$ cat src/rtl/bus_io_responder.sv
// bus_io_responder
// I/O-space responder for the CFT 2019 expansion bus. Decodes I/O cycles
// aimed at a four-word window. Stretches each cycle with a programmable
// number of wait states on open-drain nws, and serves four registers:
//   0 DATA    word FIFO mailbox (write pushes, read pops)
//   1 STATUS  {10'b0, ovf, count[2:0], full, empty}; read clears ovf,
//             write with bit15 set flushes the FIFO
//   2 CTRL    bit0 = interrupt enable, bits 15:1 scratch
//   3 IDENT   read-only 16'hCF19
// Interrupt request on open-drain nirq = IE & FIFO not empty (registered).
//
// Ports:
//   clk1     system clock, rising edge
//   nreset   asynchronous active-low reset
//   ab       24-bit address bus (only ab[9:0] decoded)
//   db_in    sampled data bus
//   db_out   registered read data
//   db_oe    enable for driving db_out onto the data bus
//   nio      I/O space strobe, active low
//   nr, nw   read / write strobes, active low
//   nws_oe   1 = pull nws low (wait request)
//   nirq_oe  1 = pull nirq low (interrupt request)

module bus_io_responder #(
  parameter logic [9:0] BASE_ADDR   = 10'h100,
  parameter int         WAIT_STATES = 2,
  parameter int         FIFO_DEPTH  = 4
) (
  input  logic        clk1,
  input  logic        nreset,
  input  logic [23:0] ab,
  input  logic [15:0] db_in,
  output logic [15:0] db_out,
  output logic        db_oe,
  input  logic        nio,
  input  logic        nr,
  input  logic        nw,
  output logic        nws_oe,
  output logic        nirq_oe
);

  localparam int              PW         = (FIFO_DEPTH > 1) ? $clog2(FIFO_DEPTH) : 1;
  localparam int              CW         = $clog2(FIFO_DEPTH + 1);
  localparam logic [PW-1:0]   PTR_LAST   = PW'(FIFO_DEPTH - 1);
  localparam logic [CW-1:0]   COUNT_FULL = CW'(FIFO_DEPTH);
  localparam logic [2:0]      CNT_INIT   = (WAIT_STATES > 0) ? 3'(WAIT_STATES - 1) : 3'd0;
  localparam logic [15:0]     IDENT      = 16'hCF19;

  typedef enum logic [1:0] {
    ST_IDLE,
    ST_WAIT,
    ST_ACCESS,
    ST_DONE
  } state_t;

  state_t          state, state_nx;
  logic [2:0]      cnt, cnt_nx;
  logic            rd_cyc;
  logic            sel;
  logic            enter_access;
  logic            read_req;
  logic            read_commit;
  logic            write_commit;
  logic [1:0]      idx;

  logic [15:0]     mem [FIFO_DEPTH];
  logic [PW-1:0]   wr_ptr, rd_ptr;
  logic [CW-1:0]   count;
  logic            ovf;
  logic [15:0]     ctrl;
  logic            empty, full;
  logic [3:0]      count_ext;
  logic [15:0]     status;
  logic [15:0]     rd_mux;
  logic            do_push, do_pop, do_flush, push_drop;
  logic            unused_bits;

  // A cycle with both strobes low is a protocol error and never selects.
  assign sel = ~nio & (nr ^ nw) & (ab[9:2] == BASE_ADDR[9:2]);
  assign idx = ab[1:0];

  assign unused_bits = ^{ab[23:10], count_ext[3]};

  function automatic logic [PW-1:0] ptr_inc(input logic [PW-1:0] p);
    return (p == PTR_LAST) ? '0 : p + PW'(1);
  endfunction

  always_ff @(posedge clk1 or negedge nreset) begin
    if (!nreset) begin
      state  <= ST_IDLE;
      cnt    <= 3'd0;
      rd_cyc <= 1'b0;
    end else begin
      state <= state_nx;
      cnt   <= cnt_nx;
      if (state == ST_IDLE && sel)
        rd_cyc <= ~nr;
    end
  end

  always_comb begin
    state_nx     = state;
    cnt_nx       = cnt;
    enter_access = 1'b0;
    case (state)
      ST_IDLE: begin
        if (sel) begin
          if (WAIT_STATES == 0) begin
            state_nx     = ST_ACCESS;
            enter_access = 1'b1;
          end else begin
            state_nx = ST_WAIT;
            cnt_nx   = CNT_INIT;
          end
        end
      end
      ST_WAIT: begin
        // Losing sel while waiting aborts the cycle with no side effect.
        if (!sel) begin
          state_nx = ST_IDLE;
        end else if (cnt == 3'd0) begin
          state_nx     = ST_ACCESS;
          enter_access = 1'b1;
        end else begin
          cnt_nx = cnt - 3'd1;
        end
      end
      ST_ACCESS: begin
        state_nx = ST_DONE;
      end
      ST_DONE: begin
        // Hold here until the initiator ends the cycle so a lingering
        // strobe cannot trigger a second side effect.
        if (nio || (nr && nw))
          state_nx = ST_IDLE;
      end
      default: begin
        state_nx = ST_IDLE;
      end
    endcase
  end

  // Direction comes straight from the strobes on the zero-wait IDLE edge,
  // otherwise from the direction latched when the cycle was first seen.
  assign read_req     = (state == ST_IDLE) ? ~nr : rd_cyc;
  assign read_commit  = enter_access & read_req;
  assign write_commit = (state == ST_ACCESS) & ~rd_cyc;

  assign nws_oe = (state == ST_WAIT);
  assign db_oe  = rd_cyc & ((state == ST_ACCESS) | ((state == ST_DONE) & ~nr));

  assign empty     = (count == '0);
  assign full      = (count == COUNT_FULL);
  assign count_ext = 4'(count);
  assign status    = {10'b0, ovf, count_ext[2:0], full, empty};

  always_comb begin
    rd_mux = 16'h0000;
    case (idx)
      2'd0:    rd_mux = empty ? 16'h0000 : mem[rd_ptr];
      2'd1:    rd_mux = status;
      2'd2:    rd_mux = ctrl;
      default: rd_mux = IDENT;
    endcase
  end

  assign do_pop    = read_commit  & (idx == 2'd0) & ~empty;
  assign do_push   = write_commit & (idx == 2'd0) & ~full;
  assign push_drop = write_commit & (idx == 2'd0) & full;
  assign do_flush  = write_commit & (idx == 2'd1) & db_in[15];

  // Storage has no reset; occupancy is tracked by the pointers and count.
  always_ff @(posedge clk1) begin
    if (do_push)
      mem[wr_ptr] <= db_in;
  end

  always_ff @(posedge clk1 or negedge nreset) begin
    if (!nreset) begin
      wr_ptr  <= '0;
      rd_ptr  <= '0;
      count   <= '0;
      ovf     <= 1'b0;
      ctrl    <= 16'h0000;
      db_out  <= 16'h0000;
      nirq_oe <= 1'b0;
    end else begin
      // Push (ACCESS edge) and pop (entry into ACCESS) never coincide.
      if (do_flush) begin
        wr_ptr <= '0;
        rd_ptr <= '0;
        count  <= '0;
      end else if (do_push) begin
        wr_ptr <= ptr_inc(wr_ptr);
        count  <= count + CW'(1);
      end else if (do_pop) begin
        rd_ptr <= ptr_inc(rd_ptr);
        count  <= count - CW'(1);
      end

      if (push_drop)
        ovf <= 1'b1;
      else if (read_commit && idx == 2'd1)
        ovf <= 1'b0;

      if (write_commit && idx == 2'd2)
        ctrl <= db_in;

      if (read_commit)
        db_out <= rd_mux;

      nirq_oe <= ctrl[0] & ~empty;
    end
  end

endmodule
$ cat config.mk
export PLATFORM = sky130hd
export DESIGN_NAME = bus_io_responder
export DESIGN_NICKNAME = d
export VERILOG_FILES = /design/src/rtl/bus_io_responder.sv
export SDC_FILE = /design/constraint.sdc
export NUM_CORES = 1
export LEC_CHECK = 0
export BUFFER_PORTS_ARGS = -buffer_cell sky130_fd_sc_hd__buf_2
export CORE_UTILIZATION = 50
export DETAILED_ROUTE_END_ITERATION = 8
export HOLD_SLACK_MARGIN = 0.1
export PLACE_DENSITY = 0.73
export SYNTH_ARGS = -nofsm -noshare
export SYNTH_HDL_FRONTEND = slang
export SYNTH_SLANG_ARGS = --single-unit
$ cat constraint.sdc
create_clock -name clk1 -period 2.4 [get_ports clk1]
set_clock_uncertainty 0.05 [all_clocks]
set_input_delay 0 -clock clk1 [delete_from_list [all_inputs] [get_ports clk1]]
set_output_delay 0 -clock clk1 [all_outputs]
set_load 0.02 [all_outputs]
==> results summary, run 1 <==
The critical path goes through dlygate4sd3_1 -> buf_2 -> or4_4 -> dlygate4sd3_1 -> nor4_4 -> a211oi_1 -> a211oi_2. The number of synthesized register bits came out at around 110. By area the synthesized netlist is led by sky130_fd_sc_hd__edfxtp_1, sky130_fd_sc_hd__dfrtp_1, sky130_fd_sc_hd__mux4_2. The overall via count from detail_route is about 3,100. The total routing usage reported by global routing is 0.216. The CTS tree is done. The final critical path time including I/O delays and setup is 2.28 ns. The largest net degree at the start of global routing came out at 48. Of all nets on the critical path, the largest fanout is 4.

The prevailing post-synth register cell is sky130_fd_sc_hd__edfxtp_1. In this run the number of H-tree levels came out at 3. The count of pins over their slew limit is 0. The instance area after placement is 5300 um2.

The average cell area after synthesis is 14.8 um2. The growth of design area from synthesis to finish came out at 21.2%. The number of setup buffers added after CTS is 0. The register-to-register setup slack is 0.12 ns. The startpoint of the worst register-to-register path is count[1].

The cell with the biggest individual delay on the critical path is sky130_fd_sc_hd__dlygate4sd3_1. The post-DP HPWL came out at 6700 um. The net count after synthesis is 376. CTS placed an instance of sky130_fd_sc_hd__clkbuf_8 at the clock tree root. In the synthesized netlist the async set-or-reset flop fraction comes to 0.423. The compound-gate portion of the synthesized area came out at 0.0950. During placement, the flow inserted port buffers numbering 49. The die boundary height is 99.8 um. The simple-gate area share of the yosys netlist came out at 0.0764. The number of instances on the worst hold path is 4. Data on the critical path is required at its endpoint by approximately 2.6 ns. Of the synthesized area, sequential elements account for 0.648.

Setup repair after global routing left no endpoint under its margin. Routability-driven placement finished with a final weighted congestion of 0.848. The starting density of the core came out at 0.517. The top-area cell type share of the netlist area is 0.402. The startpoint identified for the worst hold timing path is ab[6]. Of the post-synthesis cell area, the part taken by muxes is 0.122. The relative slew slack is 0.427. Counting the buffers created by CTS gives 9. The DRC marker count from the first detailed-route iteration is 152.

The total power per unit cell area came out at around 560 nW/um2. Of the total synthesized cell area, the portion taken by XOR and XNOR cells is 0. After filler insertion, the fill cell instance count of the layout stands at 695. After detailed routing, the total wire length is 9860 um. The library cell appearing most often on the critical path is sky130_fd_sc_hd__dlygate4sd3_1.

The clock tree buffer depth is 2. The count of nets left with antenna violations after detail routing is 0. The top-level port count is 64. The worst setup path is of the primary input to flip-flop kind. The element type at the critical path end is a flip-flop. The number of distinct library cell variants in the gate-level netlist after synthesis is between 50 and 60.

The critical path arrival came out at 2.52 ns. The synthesized netlist cell count is 322. The number of placement rows came out at 35.

The upper clock frequency limit is 438 MHz. The total count of hold-check failures in the final report came to 0. The endpoint identified for the worst register-to-register timing path is count[2].

The total clock sinks is 111. In this run the worst hold path is classified as primary input to flip-flop. The number of global-route vias before repair was 3,240. The detailed-route vias per instance is 5.55. The maximum cell stage delay along the critical path came out at 0.61 ns. Measured along the x axis, the die boundary spans between 90 and 100 um. The die area is approximately 10000 um2.

The global-route wire length before repair is 16,000 um. The synthesized design spends more area on one cell type than any other, namely sky130_fd_sc_hd__edfxtp_1. After synthesis, the largest family of logic cells by area is multiplexers.

The slew at the pin closest to its max-slew limit came out at 0.858 ns. The share of layout cells above drive strength 1 came out at 0.307. The number of max-capacitance violations reported came out at 0.

The post-CTS clock slew at the launch and capture registers of the worst setup and hold paths is 0.10 ns. In the final design database the tool counted 473 nets. STA classifies the critical path startpoint as a primary input. Of the total synthesized cell area, the portion taken by full adders, half adders and majority gates is 0.0251. Across the VDD grid, the largest voltage drop is 404 uV.

The initial antenna violation count is 0. The average routed wire per standard cell is 17.8 um. In the routed design, unresolved DRC markers number 0. The clock latency reported for the late side of the worst-skew pair came out at 0.37 ns. The path with the worst hold slack has its endpoint at rd_cyc. The leakage dissipation is 2.34 nW. The synthesized area is 4780 um2. The final total negative setup slack is 0 ns. Once layout is done, the placed cells without fillers occupy between 5000 and 6000 um2. The count of antenna diodes in the layout is 0. The pre-antenna-repair detailed-routing pass consisted of 4 iterations. The leftover overflow at the end of global routing came out at 0. The post-route fraction of the period consumed by the critical path is 0.952.

The number of cell instances on the worst register-to-register path came out at 7. The number of failing setup endpoints in the final timing report came out at 0. The count of synthesis-stage warnings from yosys is 0. The flow ran to the end, and the final reports show no timing, DRC or antenna violations. The number of enable flip-flop cells after synthesis is 64. The core area came out at around 9000 um2.
## kinds of logic after synthesis
family / after synthesis
AO/OA/AOI/OAI: 68
adder cells (fa/ha/maj): 9
buffers and inverters: 39
flip-flops: 111
multiplexers: 36
AND/OR/NAND/NOR: 59
## where the power goes
part	switching, mW	internal, mW
Clock	0.599	0.484
Sequential	0.00364	2.02
Combinational	0.0853	0.0742
## worst max-delay path by stage
stage	startpoint	slack [ns]	cells past startpoint	end
global placement	count[1]	0.16	7	count[2]
CTS	count[1]	0.06	7	count[2]
detailed placement	count[1]	0.08	7	count[2]
finish	ab[9]	0.12	7	count[1]
global route	count[1]	0.02	7	count[2]
floorplan	count[0]	0.04	8	count[2]
## flip-flops by register name, indices dropped and copies added, names as in the netlist, named ones only
| signal | count |
|---|---|
| cnt | 3 |
| ovf | 1 |
| rd_ptr | 2 |
| nirq_oe | 1 |
| wr_ptr | 2 |
| count | 3 |
| mem | 64 |
| db_out | 16 |
| rd_cyc | 1 |
| state | 1 |
| ctrl | 16 |
## area by class of cell
cell class | count | area, um2 | area share
Sequential cell | 111 | 3100 | 0.535
Multi-Input combinational cell | 172 | 1530 | 0.264
Timing Repair Buffer | 104 | 733 | 0.127
Tap cell | 129 | 161 | 0.0279
Clock buffer | 11 | 131 | 0.0227
Inverter | 21 | 78.8 | 0.0136
Clock inverter | 5 | 57.6 | 0.00994
## Yosys cell counts (2+ instances only)
| cell type | number |
|---|---|
| sky130_fd_sc_hd__a22oi_1 | 2 |
| sky130_fd_sc_hd__ha_1 | 8 |
| sky130_fd_sc_hd__mux2i_1 | 3 |
| sky130_fd_sc_hd__dfrtp_1 | 47 |
| sky130_fd_sc_hd__o31ai_1 | 6 |
| sky130_fd_sc_hd__and2_1 | 4 |
| sky130_fd_sc_hd__o22ai_1 | 2 |
| sky130_fd_sc_hd__o21a_1 | 6 |
| sky130_fd_sc_hd__buf_2 | 7 |
| sky130_fd_sc_hd__mux4_2 | 16 |
| sky130_fd_sc_hd__nand2b_1 | 2 |
| sky130_fd_sc_hd__nand3_1 | 5 |
| sky130_fd_sc_hd__nor3_1 | 4 |
| sky130_fd_sc_hd__and3_1 | 2 |
| sky130_fd_sc_hd__nor2_1 | 6 |
| sky130_fd_sc_hd__o21ai_1 | 2 |
| sky130_fd_sc_hd__mux2_2 | 17 |
| sky130_fd_sc_hd__nand2_1 | 14 |
| sky130_fd_sc_hd__nor2b_1 | 4 |
| sky130_fd_sc_hd__o21bai_1 | 2 |
| sky130_fd_sc_hd__or4_1 | 2 |
| sky130_fd_sc_hd__a22o_1 | 3 |
| sky130_fd_sc_hd__a2bb2oi_1 | 2 |
| sky130_fd_sc_hd__o21ai_0 | 10 |
| sky130_fd_sc_hd__inv_1 | 21 |
| sky130_fd_sc_hd__clkbuf_1 | 9 |
| sky130_fd_sc_hd__nand4_1 | 3 |
| sky130_fd_sc_hd__or3b_1 | 2 |
| sky130_fd_sc_hd__a211oi_1 | 8 |
| sky130_fd_sc_hd__edfxtp_1 | 64 |
| sky130_fd_sc_hd__a221oi_1 | 3 |
| sky130_fd_sc_hd__a21oi_1 | 17 |
## cells in the final DEF (no fill, tap or decap), types with 4 or more instances in the layout
cell type                       instances
sky130_fd_sc_hd__buf_2                 49
sky130_fd_sc_hd__nor2_1                 6
sky130_fd_sc_hd__nor3_1                 4
sky130_fd_sc_hd__edfxtp_1              64
sky130_fd_sc_hd__mux2_2                17
sky130_fd_sc_hd__a21oi_1               17
sky130_fd_sc_hd__o21ai_0               10
sky130_fd_sc_hd__dfrtp_1               46
sky130_fd_sc_hd__ha_1                   8
sky130_fd_sc_hd__and2_1                 4
sky130_fd_sc_hd__nand2_1               14
sky130_fd_sc_hd__nor2b_1                4
sky130_fd_sc_hd__o31ai_1                6
sky130_fd_sc_hd__clkbuf_8               9
sky130_fd_sc_hd__mux4_2                16
sky130_fd_sc_hd__buf_4                 25
sky130_fd_sc_hd__o21a_1                 6
sky130_fd_sc_hd__inv_1                 21
sky130_fd_sc_hd__a211oi_1               8
sky130_fd_sc_hd__dlygate4sd3_1         30
sky130_fd_sc_hd__nand3_1                4
## layer usage
metal	up-vias	share of wire	track usage	routed length (um)
met5	-	0	0	0
met4	0	0.017	0.0792	172
met3	16	0.039	0.0404	384
met2	74	0.51	0.367	4980
met1	1562	0.44	0.280	4320
li1	1419	-	-	-
## worst max-delay path, delay by kind of cell
kind | cells | cell delay [ns]
buffers and inverters | 3 | 1.28
AND/OR/NAND/NOR | 2 | 0.87
AO/OA/AOI/OAI | 2 | 0.38
## repair_timing
item                                    4_1_cts  5_1_grt
hold buffers                                 30        0
endpoints found under the setup margin        0        1
resized for setup                             0        2
endpoints found under the hold margin       137        0
## metrics by stage
stage | power (mW) | cells | hold slack, ns | utilization | setup slack (ns)
floorplan | 2.12 | 322 | -0.346 | - | 0.0377
global placement | 2.19 | 507 | 0.0973 | 0.573 | 0.158
detailed placement | 2.19 | 507 | 0.110 | 0.573 | 0.0842
CTS | 3.30 | 553 | 0.122 | 0.626 | 0.0616
global route | 3.37 | 553 | 0.188 | 0.627 | 0.0193
finish | 3.27 | 553 | 0.162 | 0.627 | 0.115
No activity file was read; power rests on OpenSTA's default activity.
==> run 2: changes to the inputs <==
Settings changed: CTS_BUF_LIST set to sky130_fd_sc_hd__clkbuf_8.
==> results summary, run 2 (synthesis gave the netlist of run 1 again) <==
The flow ran to the end, and the final reports show no timing, DRC or antenna violations. The number of design rule violations left after detail routing came out at 0 (unchanged). Leaving out fill and tap cells, the most frequent cell in the layout is sky130_fd_sc_hd__edfxtp_1.

The worst setup path is launched from a flip-flop. The overall via count from detail_route came out at 3,056 (-0.49%). The destination of the critical timing path is count[2].

The average routed wire per standard cell came out at 17.8 um (-0.33%). The number of placed instances, taps included came out at 507 (unchanged). The total power per unit cell area was 563 nW/um2 (-0.35%). The growth of design area from synthesis to finish came to 21.2% (unchanged).

Among all stages on the critical path, the largest delay is contributed by sky130_fd_sc_hd__or4_1. The largest registers in the layout are mem x64, ctrl x16, db_out x16. The count of buffers inserted at the top-level ports was 49 (unchanged). The global-route wire length before repair came out at 16,000 um (unchanged). The H-tree depth came out at 3 (unchanged). The total count of hold-check failures in the final report is 0 (unchanged).

The detailed-route vias per instance is 5.53 (-0.49%). The total wire length is 9830 um (-0.33%). The die boundary width is 99.8 um (unchanged). The total clock sinks is 111 (unchanged). The maximum cell stage delay along the critical path was 0.53 ns (-0.08 ns). The number of global-route vias before repair came out at 3,240 (unchanged). The DRC marker count from the first detailed-route iteration came to 144 (-5.3%).

The leftover overflow at the end of global routing came out at 0 (unchanged). Clock tree synthesis selected as its root buffer the cell sky130_fd_sc_hd__clkbuf_8. The tightest hold margin is 0.163 ns (+0.00140 ns). Setup repair after global routing left no endpoint under its margin. The starting density of the core is 0.517 (unchanged). The top-level port count came out at 64 (unchanged). The maximum vdd drop is 395 uV (-2.3%). The post-route core utilization is 0.627 (unchanged). The core area came to 9240 um2 (unchanged). The number of placement rows came to 35 (unchanged).

The clock tree buffer depth is 2 (unchanged). The final estimated routing congestion in global placement came to 0.848 (unchanged). The count of antenna diodes in the layout is 0 (unchanged). The overall power came out at 3.26 mW (-0.35%). The initial antenna violation count is 0 (unchanged). In this run the critical register-to-register path is launched from count[1]. The post-CTS clock slew at the launch and capture registers of the worst setup and hold paths is 0.10 ns (about the same). The final critical path time including I/O delays and setup came to 2.29 ns (+0.00135 ns). The required arrival time at the worst endpoint came out at 2.59 ns (-0.05 ns). The tightest min-delay check is of the primary input to flip-flop type. The upper clock frequency limit is 437 MHz (about the same). The die boundary height is 99.8 um (unchanged).

The post-route fraction of the period consumed by the critical path came to 0.952 (about the same). The number of failing setup endpoints in the final timing report is 0 (unchanged). The slew at the pin closest to its max-slew limit is 0.827 ns (-0.0307 ns). The register bank with the most flops is mem. STA classifies the critical path endpoint as a flip-flop. The leakage dissipation is 2.34 nW (+0.35%). The die area is 9950 um2 (unchanged). The share of layout cells above drive strength 1 is 0.307 (unchanged).

The critical path arrival came out at 2.48 ns (-0.04 ns). The final total negative setup slack is 0 ns (unchanged). The largest net degree at the start of global routing was 48 (unchanged).

The clock latency reported for the late side of the worst-skew pair is 0.37 ns (about the same). In this run the worst setup path begins at count[1]. The final cell count without fillers came out at 553 (unchanged).

In this run the critical register-to-register path is captured at count[2]. The register-to-register setup slack was 0.11 ns (about the same). The signal on the critical path passes through or3b_1 -> nand3_2 -> inv_1 -> fa_2 -> or4_1 -> nand3_1 -> o21ai_1. The first-pass detailed-route iteration total is 4 (unchanged). The number of buffers added by the clock tree synthesis step came to 9 (unchanged).

The count of pins over their slew limit came out at 0 (unchanged). The relative slew slack came out at 0.448 (+0.0205). TritonCTS built the clock tree. The largest fanout on the critical path came to 6 (+2). The number of max-capacitance violations reported was 0 (unchanged). The number of flip-flops in the largest register came out at 64 (unchanged). The count of nets left with antenna violations after detail routing is 0 (unchanged).

The number of nets at the end of the flow came out at 473 (unchanged). The critical path in this run is classified as flip-flop to flip-flop. The post-DP HPWL is 6700 um (unchanged). The number of cell instances on the worst register-to-register path is 7 (unchanged).

The total routing usage reported by global routing came out at 0.216 (unchanged). The top cell types in the final layout, fill and taps aside, are sky130_fd_sc_hd__edfxtp_1, sky130_fd_sc_hd__buf_2, sky130_fd_sc_hd__dfrtp_1, sky130_fd_sc_hd__dlygate4sd3_1, sky130_fd_sc_hd__buf_4.
==> run 2: cell types whose count changed in the layout (fill, tap and decap cells not counted), sizes merged <==
cell / change
clkbuf: -2
inv: +2
==> run 2: layer usage <==
layer | track usage | part of all wire | routed length, um | vias up
met5 | 0 | 0 | 0 | -
met4 | 0.0792 | 0.013 | 127 | 0
met3 | 0.0404 | 0.039 | 386 | 14
met2 | 0.367 | 0.51 | 4990 | 80
met1 | 0.280 | 0.44 | 4320 | 1544
li1 | - | - | - | 1418
==> run 2: final cells by class <==
| cell class | instances | area (um2) |
|---|---|---|
| Timing Repair Buffer | 104 | 733 |
| Tap cell | 129 | 161 |
| Sequential cell | 111 | 3100 |
| Inverter | 21 | 78.8 |
| Fill cell | 695 | 3450 |
| Clock buffer | 9 | 124 |
| Clock inverter | 7 | 65.1 |
| Multi-Input combinational cell | 172 | 1530 |
==> run 2: what timing repair did <==
item                       4_1_cts  5_1_grt
buffers inserted                 0        0
hold endpoints to repair       137        0
setup endpoints to repair        0        1
hold buffers                    30        0
resized for setup                0        2
==> run 2: worst max-delay path: cells and delay by family, from the launching register on <==
family / cells / cell delay, ns
compound gates: 1 / 0.08
simple gates: 4 / 1.15
fa+ha+maj: 1 / 0.37
flops: 1 / 0.45
buf+inv: 1 / 0.06
==> run 2: where the power goes <==
| group | internal (mW) | leakage (nW) | switching [mW] | total, mW |
|---|---|---|---|---|
| Clock | 0.476 | 0.0959 | 0.596 | 1.07 |
| Sequential | 2.02 | 1.16 | 0.00363 | 2.03 |
| Combinational | 0.0742 | 1.09 | 0.0854 | 0.160 |
==> run 2: worst min-delay path by stage <==
stage	from	depth (start not counted)	slack (ns)	endpoint
finish	ab[6]	4	0.16	rd_cyc
global route	ab[6]	4	0.19	rd_cyc
CTS	ab[6]	4	0.12	rd_cyc
detailed placement	nreset	2	0.11	cnt[0]
global placement	nreset	2	0.1	cnt[0]
floorplan	nreset	0	-0.35	asynchronous set/reset pin
==> run 2: stage by stage <==
step / worst slack, ns / instance area (um2)
2_1_floorplan: 0.0377 / 4780
4_1_cts: 0.0616 / 5790
6_report: 0.114 / 5790
3_3_place_gp: 0.158 / 5300
5_1_grt: 0.0193 / 5790
3_5_place_dp: 0.0842 / 5300
==> run 3: changes to the inputs <==
Settings changed: CORE_ASPECT_RATIO set to 1.1.
==> results summary, run 3 (synthesis gave the netlist of run 1 again) <==
The die boundary width is 95.2 um (-4.6%). Ranked by flip-flop count, first place goes to mem. The instance area after placement came out at 5300 um2 (about the same). On the critical path, the stage with the largest delay is an instance of sky130_fd_sc_hd__or4_1. The required arrival time at the worst endpoint was 2.60 ns (about the same). The die boundary height came to 105 um (+4.8%). The post-CTS clock slew at the launch and capture registers of the worst setup and hold paths is 0.11 ns (about the same). The total power per unit cell area came out at 553 nW/um2 (-1.7%). The relative slew slack was 0.460 (+0.0118). The detailed-route vias per instance is 5.59 (+1.2%). The initial antenna violation count came to 0 (unchanged). The flow ran to the end, and the final reports show no timing, DRC or antenna violations. The count of filler cells inserted in the layout came out at 710 (+2.2%). The average routed wire per standard cell is 18.3 um (+3.1%). The leftover overflow at the end of global routing came out at 0 (unchanged).

The signal on the critical path passes through or3b_1 -> nand3_2 -> inv_1 -> fa_1 -> or4_1 -> nand3_1 -> o21ai_1. In the layout the commonest cells are sky130_fd_sc_hd__edfxtp_1, sky130_fd_sc_hd__buf_2, sky130_fd_sc_hd__dfrtp_1, sky130_fd_sc_hd__dlygate4sd3_1, sky130_fd_sc_hd__buf_4. The total count of hold-check failures in the final report came out at 0 (unchanged).

The final total negative setup slack came out at 0 ns (unchanged). The number of nets at the end of the flow is 477 (+0.85%). The min-delay analysis places its worst path in the category primary input to flip-flop. The endpoint identified for the worst register-to-register timing path is count[2]. The H-tree depth came out at 3 (unchanged). The count of antenna diodes in the layout came out at 0 (unchanged). The number of placement rows was 37 (+5.7%). The number of global-route vias before repair is 3,072 (-5.2%).

Following the worst setup path forward leads to its endpoint at count[2]. The overall power is 3.21 mW (-1.4%). The leakage dissipation is 2.35 nW (+0.35%). The number of failing setup endpoints in the final timing report came out at 0 (unchanged).

The slew at the pin closest to its max-slew limit came to 0.810 ns (-0.0177 ns). The clock tree buffer depth is 2 (unchanged). The count of nets left with antenna violations after detail routing is 0 (unchanged). The maximum cell stage delay along the critical path is 0.53 ns (about the same). The global-route wire length before repair is 15,700 um (-1.8%). The CTS tree is done. The maximum vdd drop came to 428 uV (+8.2%). The total clock sinks came out at 111 (unchanged). The critical path arrival is 2.52 ns (+0.04 ns). The count of buffers inserted at the top-level ports came to 49 (unchanged). The element type at the critical path start is a flip-flop.

In this run the clock root is driven by a sky130_fd_sc_hd__clkbuf_8. The number of max-capacitance violations reported was 0 (unchanged). The post-route core utilization is 0.624 (-0.00237).

The growth of design area from synthesis to finish is 21.5%. The number of cell instances on the worst register-to-register path is 7 (unchanged). The number of flip-flops in the largest register came out at 64 (unchanged). The total routing usage reported by global routing came out at 0.218 (+0.00220). The worst setup path is captured at a flip-flop.

The total wire length came out at 9990 um (+1.6%). The upper clock frequency limit is 429 MHz (-1.9%). The library cell used most frequently in the layout, excluding fill and tap cells, is sky130_fd_sc_hd__edfxtp_1. The core area is 9310 um2 (+0.70%). The largest registers in the layout are mem x64, ctrl x16, db_out x16. The final critical path time including I/O delays and setup came to 2.33 ns (+0.0433 ns). The die area is 9950 um2 (about the same). The largest fanout on the critical path is 4 (-2). The share of layout cells above drive strength 1 is 0.313 (+0.00648). The clock latency reported for the late side of the worst-skew pair came to 0.37 ns (about the same). The final estimated routing congestion in global placement came out at 0.901 (+6.2%). The number of design rule violations left after detail routing came out at 0 (unchanged).

The largest net degree at the start of global routing is 35 (-27%). Setup repair after global routing left no endpoint under its margin. The critical path in this run is classified as flip-flop to flip-flop. In this run the critical register-to-register path is launched from count[0]. The count of pins over their slew limit came to 0 (unchanged). The final instance area came to 5810 um2 (+0.32%). The starting density of the core is 0.514 (-0.00362). The number of buffers added by the clock tree synthesis step is 9 (unchanged).

The DRC marker count from the first detailed-route iteration is 207 (+44%). The overall via count from detail_route is 3,049 (-0.23%). The post-route fraction of the period consumed by the critical path came to 0.971 (+0.0180). The launch point of the worst path is count[0]. The register-to-register setup slack came to 0.07 ns (-0.04 ns). The tightest hold margin is 0.133 ns (-0.0306 ns).

The first-pass detailed-route iteration total is 4 (unchanged). The top-level port count was 64 (unchanged). The post-DP HPWL came out at 6440 um (-3.9%).
==> run 3: how the worst min path moves through the flow <==
stage,from,end,slack [ns],depth (start not counted)
floorplan,nreset,asynchronous set/reset pin,-0.35,0
global placement,nreset,nirq_oe,-0.14,1
detailed placement,nreset,nirq_oe,-0.13,1
CTS,ab[3],rd_ptr[0],0.12,5
global route,ab[5],rd_ptr[0],0.15,5
finish,ab[5],rd_ptr[0],0.13,5
==> run 3: worst max-delay path: cells and delay by family, from the launching register on <==
family / cells / cell delay [ns]
buffers and inverters: 1 / 0.07
AND/OR/NAND/NOR: 4 / 1.19
AO/OA/AOI/OAI: 1 / 0.09
flip-flops: 1 / 0.40
adder cells (fa/ha/maj): 1 / 0.41
==> run 3: cell type report <==
cell class,count,area (um2),area share
Clock inverter,7,53.8,0.00926
Clock buffer,9,124,0.0213
Tap cell,117,146,0.0252
Inverter,21,78.8,0.0136
Multi-Input combinational cell,172,1530,0.263
Sequential cell,111,3100,0.533
Timing Repair Buffer,108,781,0.134
==> run 3: timing repair <==
item	in CTS	in global routing
endpoints found under the setup margin	0	1
hold endpoints to repair	137	0
setup buffers	0	1
resized for setup	0	1
hold buffers	32	0
==> run 3: layer usage <==
| layer | track usage | share of wire |
|---|---|---|
| met1 | 0.285 | 0.43 |
| met2 | 0.363 | 0.51 |
| met3 | 0.0408 | 0.047 |
| met4 | 0.0768 | 0.018 |
| met5 | 0 | 0 |
==> run 3: per-stage QoR <==
| stage | worst slack (ns) | std cells |
|---|---|---|
| final | 0.0708 | 545 |
| after global routing | 0.0104 | 545 |
| after CTS | 0.0452 | 544 |
| after detailed placement | 0.0860 | 496 |
| after global placement | 0.169 | 496 |
| after floorplan | 0.0377 | 322 |
==> run 3: power breakdown <==
group          switching, mW  internal, mW
sequential           0.00352          2.02
combinational         0.0886        0.0787
clock                  0.632         0.387
